==> src/rtl/f_pc_pkg.sv <==
// rtl/f_pc_pkg.sv - shared encodings and default constants for the fetch PC generator
package f_pc_pkg;

  // Fetch FSM states.
  typedef enum logic [1:0] {
    ST_BOOT = 2'd0,
    ST_RUN  = 2'd1,
    ST_HOLD = 2'd2
  } state_t;

  // Redirect sources; a lower code means a higher priority.
  typedef enum logic [1:0] {
    SRC_REQ  = 2'd0,
    SRC_ERET = 2'd1,
    SRC_BR   = 2'd2,
    SRC_SEQ  = 2'd3
  } src_t;

  localparam logic [31:0] DEF_RESET_PC   = 32'h0000_3000;
  localparam logic [31:0] DEF_TEXT_LO    = 32'h0000_3000;
  localparam logic [31:0] DEF_TEXT_HI    = 32'h0000_6FFF;
  localparam logic [31:0] DEF_HANDLER_PC = 32'h0000_4180;

  // A newer redirect replaces an older one when it is at least as urgent.
  function automatic logic takes_over(input src_t new_src, input src_t old_src);
    return new_src <= old_src;
  endfunction

endpackage

==> src/rtl/f_pc_redirect_buf.sv <==
// rtl/f_pc_redirect_buf.sv - one-entry redirect target/priority holding register
//  clk, rst          : clock, asynchronous active-high reset
//  set, set_target,
//  set_src           : offer a redirect; accepted if empty or at least as urgent as the held one
//  clr               : drop the held redirect (wins over set)
//  vld, target, src  : held redirect
module f_pc_redirect_buf
  import f_pc_pkg::*;
#(
  parameter int AW = 32
) (
  input  logic          clk,
  input  logic          rst,
  input  logic          set,
  input  logic          clr,
  input  logic [AW-1:0] set_target,
  input  logic [1:0]    set_src,
  output logic          vld,
  output logic [AW-1:0] target,
  output logic [1:0]    src
);

  always_ff @(posedge clk or posedge rst) begin
    if (rst) begin
      vld    <= 1'b0;
      target <= '0;
      src    <= SRC_SEQ;
    end else if (clr) begin
      vld <= 1'b0;
    end else if (set && (!vld || takes_over(src_t'(set_src), src_t'(src)))) begin
      vld    <= 1'b1;
      target <= set_target;
      src    <= set_src;
    end
  end

endmodule

==> src/rtl/f_pc_gen.sv <==
// rtl/f_pc_gen.sv - fetch-stage PC generator with redirect buffering and AdEL detection
//  clk, reset        : clock, asynchronous active-high reset
//  stall             : hazard stall, holds the PC (req/eret override it)
//  req               : exception/interrupt, redirect to HANDLER_PC
//  eret, epc         : return from exception to epc
//  br_taken,
//  br_target         : resolved taken branch/jump
//  imem_ready        : imem accepts the current pc
//  pc, pc_valid      : fetch address and its qualifier
//  ex_adel           : fetch address error for the current pc
//  pending           : a redirect is buffered and not yet applied
module f_pc_gen
  import f_pc_pkg::*;
#(
  parameter int            AW          = 32,
  parameter logic [AW-1:0] RESET_PC    = AW'(DEF_RESET_PC),
  parameter logic [AW-1:0] TEXT_LO     = AW'(DEF_TEXT_LO),
  parameter logic [AW-1:0] TEXT_HI     = AW'(DEF_TEXT_HI),
  parameter logic [AW-1:0] HANDLER_PC  = AW'(DEF_HANDLER_PC),
  parameter bit            ERET_BYPASS = 1'b1
) (
  input  logic          clk,
  input  logic          reset,
  input  logic          stall,
  input  logic          req,
  input  logic          eret,
  input  logic [AW-1:0] epc,
  input  logic          br_taken,
  input  logic [AW-1:0] br_target,
  input  logic          imem_ready,
  output logic [AW-1:0] pc,
  output logic          pc_valid,
  output logic          ex_adel,
  output logic          pending
);

  state_t        state, state_nx;
  logic [AW-1:0] pc_r, pc_nx;

  logic          in_vld;
  src_t          in_src;
  logic [AW-1:0] in_tgt;
  logic [AW-1:0] pc_seq;
  logic          bypass;

  logic          buf_set, buf_clr, buf_vld;
  logic [AW-1:0] buf_tgt;
  logic [1:0]    buf_src;

  assign pc_seq = pc_r + AW'(4);

  // Incoming redirect of this cycle. A stalled branch is dropped: the hazard
  // unit re-asserts it once the stall clears.
  always_comb begin
    in_vld = 1'b1;
    in_src = SRC_REQ;
    in_tgt = HANDLER_PC;
    if (req) begin
      in_src = SRC_REQ;
      in_tgt = HANDLER_PC;
    end else if (eret) begin
      in_src = SRC_ERET;
      in_tgt = epc;
    end else if (br_taken && !stall) begin
      in_src = SRC_BR;
      in_tgt = br_target;
    end else begin
      in_vld = 1'b0;
      in_src = SRC_SEQ;
      in_tgt = pc_seq;
    end
  end

  // The bypass only applies when the eret can be taken at once in RUN; in
  // BOOT/HOLD or when imem is busy, epc goes through the normal path.
  assign bypass = ERET_BYPASS && (state == ST_RUN) && eret && !req && imem_ready;

  always_comb begin
    state_nx = state;
    pc_nx    = pc_r;
    buf_set  = 1'b0;
    buf_clr  = 1'b0;
    case (state)
      ST_BOOT: begin
        if (in_vld) begin
          buf_set  = 1'b1;
          state_nx = ST_HOLD;
        end else begin
          state_nx = ST_RUN;
        end
      end
      ST_RUN: begin
        if (in_vld) begin
          if (imem_ready) begin
            // With bypass, epc was fetched this cycle, so continue after it.
            pc_nx = bypass ? (epc + AW'(4)) : in_tgt;
          end else begin
            buf_set  = 1'b1;
            state_nx = ST_HOLD;
          end
        end else if (imem_ready && !stall) begin
          pc_nx = pc_seq;
        end
      end
      ST_HOLD: begin
        // A buffered redirect is committed: it applies as soon as imem takes
        // the current pc, unless an equally or more urgent one arrives now.
        if (imem_ready) begin
          if (in_vld && takes_over(in_src, src_t'(buf_src))) pc_nx = in_tgt;
          else                                               pc_nx = buf_tgt;
          buf_clr  = 1'b1;
          state_nx = ST_RUN;
        end else if (in_vld) begin
          buf_set = 1'b1;
        end
      end
      default: begin
        state_nx = ST_BOOT;
      end
    endcase
  end

  always_ff @(posedge clk or posedge reset) begin
    if (reset) begin
      state <= ST_BOOT;
      pc_r  <= RESET_PC;
    end else begin
      state <= state_nx;
      pc_r  <= pc_nx;
    end
  end

  f_pc_redirect_buf #(.AW(AW)) u_buf (
    .clk        (clk),
    .rst        (reset),
    .set        (buf_set),
    .clr        (buf_clr),
    .set_target (in_tgt),
    .set_src    (in_src),
    .vld        (buf_vld),
    .target     (buf_tgt),
    .src        (buf_src)
  );

  assign pc       = bypass ? epc : pc_r;
  assign pc_valid = (state != ST_BOOT);
  assign pending  = buf_vld;
  assign ex_adel  = pc_valid && !bypass &&
                    ((pc[1:0] != 2'b00) || (pc < TEXT_LO) || (pc > TEXT_HI));

endmodule

==> config.mk <==
export PLATFORM = sky130hd
export DESIGN_NAME = f_pc_gen
export DESIGN_NICKNAME = d
export VERILOG_FILES = /design/src/rtl/f_pc_pkg.sv /design/src/rtl/f_pc_redirect_buf.sv /design/src/rtl/f_pc_gen.sv
export SDC_FILE = /design/constraint.sdc
export NUM_CORES = 1
export LEC_CHECK = 0
export CAP_MARGIN = 10
export CORE_UTILIZATION = 43
export DETAILED_ROUTE_END_ITERATION = 10
export PLACE_DENSITY = 0.66
export SLEW_MARGIN = 15
export SYNTH_ARGS = -nofsm -noshare
export SYNTH_HDL_FRONTEND = slang
export SYNTH_HIERARCHICAL = 1
export SYNTH_SLANG_ARGS = --single-unit
==> constraint.sdc <==
create_clock -name clk -period 3 [get_ports clk]
set_input_delay 0.3 -clock clk [delete_from_list [all_inputs] [get_ports clk]]
set_output_delay 0.3 -clock clk [all_outputs]
set_load 0.005 [all_outputs]
==> reports/metrics.cfg <==
[yosys]
ys.warnings.count=6
synth_edf_count=0
ys_seq_area_frac=0.249
synth_flop_cell=dfrtp_1
ys_async_sr_fraction=1.00
synth-seq-cells=69
avgSynthCellArea_um2=7.53
synthDistinctLibCells=78
syn_area_mm2=0.00696
postSynthNetCount=1006
synthCells=925

[run_status]
outcome=finished clean

[final_layout]
fillers=1463
final_core_util=0.575
drive_above_1_share=0.175
instances_no_fill=1287
nets=1147
area_growth_syn_to_layout_pct=30.8
layout_common_cells=nand2_1 (232), clkdlybuf4s50_1 (103), buf_4 (94)
design_area_mm2=0.00911
layout_commonest_cell=nand2_1
n_antenna_cell=0

[power_and_ir_drop]
fin_total_pwr_mw=8.43
powerDensity_mw_per_mm2=926
vdd_drop_max_mv=0.649
power.leakage_nw=3.82

[route]
wl_per_cell_um=22.3
avgViaCountPerCell=6.36
drt_iter0_markers=1082
vias=8191
first_pass_iters=6
wl_um=28700
drc=0
ant_nets=0

[global_routing]
grt_pass1_wl_um=43500
grt_max_degree=36
grt_pass1_vias=7579
grt_antenna_before_repair=0
track_usage=0.347
grt_overflow_total=0

[place]
dpl.cell_count=1262
place_hpwl_um=20500
dpl_cell_area_mm2=0.00867
io_buffers=105
place_ws_ns=-0.315
gp_congestion=1.02

[sta]
worst_pin_slew_ns=0.748
finalClockSkew_ns=0.00620
fmax_mhz=344
fin_crit_ns=2.91
relSlewSlack=0.501
maxSlewViolCount=0
fin_ws_ns=0.0925
setup_violations=0
fin_crit_sh=0.969
hold_violations=0

[cts]
clk_pin_slew_worst_paths_ns=0.06
clockRootBuffer=clkbuf_16
clkLatencyLatePin_ns=0.35
clock_path_buffers=2
cts_tree=yes
cts_max_level=3
numCtsBuffers=9
cts.sinks=69

[critical_path]
crit_required_ns=2.70
critical_path_class=reg2out
end_kind=output pin
startpoint_type=register
cp.arrival_ns=2.61
crit_path_max_fanout=7

[hold_path]
hp-class=in2async

[die]
ios=106
die-width_um=129
num_rows=46
dieArea_mm2=0.0167
design.core.area_mm2=0.0158
start_util=0.440
die-height_um=129

[flow_run]
max_cap_violations=0

-- power breakdown --
group / internal [mW] / leakage (nW) / switching [mW] / total (mW)
clock: 0.667 / 0.141 / 0.427 / 1.09
combinational: 2.29 / 2.83 / 3.07 / 5.36
sequential: 1.39 / 0.853 / 0.586 / 1.97
total: 4.35 / 3.82 / 4.08 / 8.43
-- worst max-delay path, stage by stage (launching register included) --
cell             delay [ns]
dfrtp_1                0.39
inv_2                  0.09
ha_4                   0.14
nand2_2                0.08
nor2_4                 0.13
buf_6                  0.12
buf_12                 0.10
mux2_2                 0.35
nor2_1                 0.10
nor4bb_4               0.29
buf_4                  0.16
a31oi_1                0.09
clkdlybuf4s15_2        0.23
-- worst paths after layout --
| kind | startpoint | end | slack [ns] | cells past startpoint |
|---|---|---|---|---|
| worst min-delay path | reset | u_buf/target[29]$_DFFE_PP0P_ | 0.44 | 3 |
| max in group asynchronous | reset | u_buf/target[16]$_DFFE_PP0P_ | 2.13 | 3 |
| worst min register to register | pc_r[0]$_DFFE_PP0P_ | pc_r[0]$_DFFE_PP0P_ | 0.53 | 2 |
| worst max register to register | state[0]$_DFFE_PP0P_ | pc_r[31]$_DFFE_PP0P_ | 0.40 | 8 |
| worst max-delay path | state[1]$_DFFE_PP0P_ | ex_adel | 0.09 | 12 |
| min in group clk | pc_r[0]$_DFFE_PP0P_ | pc_r[0]$_DFFE_PP0P_ | 0.53 | 2 |
-- what timing repair did --
item,in CTS,in global routing
setup endpoints to repair,1,1
hold buffers,0,0
buffers inserted,6,3
pin swaps,3,3
resized for setup,13,6
-- state kept, by name (all words and copies together) (netlist names) --
name / count
pc_r: 32
u_buf/target: 32
state: 2
u_buf/src: 2
u_buf/vld: 1
-- synth_stat cells, types with 26 or more instances --
cell       instances  area [um2]
clkbuf_1          37         139
o21ai_0           41         205
dfrtp_1           65        1630
xor2_1            27         236
o211ai_2          30         375
xnor2_1           26         228
nand3_1           27         135
nand2_1          233         875
nor2_1            60         225
buf_2             27         135
o2111ai_1         40         350
a21oi_1           27         135
-- cells by family after synthesis --
group                      Yosys count  synth area share
and+or+nand+nor                    428             0.290
AOI/OAI and AO/OA                  249             0.278
buffers and inverters               95            0.0654
DFF                                 69             0.249
xor gates and xnor gates            53            0.0667
muxes                               21            0.0325
adders and majority gates           10            0.0180
-- final cells by class --
cell class,count,area [um2],area share
clock inverters,2,35.0,0.00385
inverters,19,71.3,0.00783
clock buffers,14,254,0.0279
well taps,216,270,0.0297
multi-input cells,761,4860,0.534
repair buffers,206,1880,0.207
flip-flops and latches,69,1730,0.190
-- routing by layer --
metal | wire, um | track usage | share of wire | vias to the layer above
met5 | 0 | 0 | 0 | -
met4 | 866 | 0.144 | 0.030 | 0
met3 | 2980 | 0.0727 | 0.10 | 87
met2 | 12500 | 0.521 | 0.44 | 541
met1 | 12300 | 0.483 | 0.43 | 3908
li1 | - | - | - | 3655
-- metrics by stage --
step,setup TNS [ns],hold WS (ns)
5_1_grt,-0.00327,0.481
6_report,0,0.441
2_1_floorplan,0,0.440
3_5_place_dp,-0.354,0.508
4_1_cts,0,0.454
3_3_place_gp,-0.329,0.507
(Power assumes the default switching activity.)
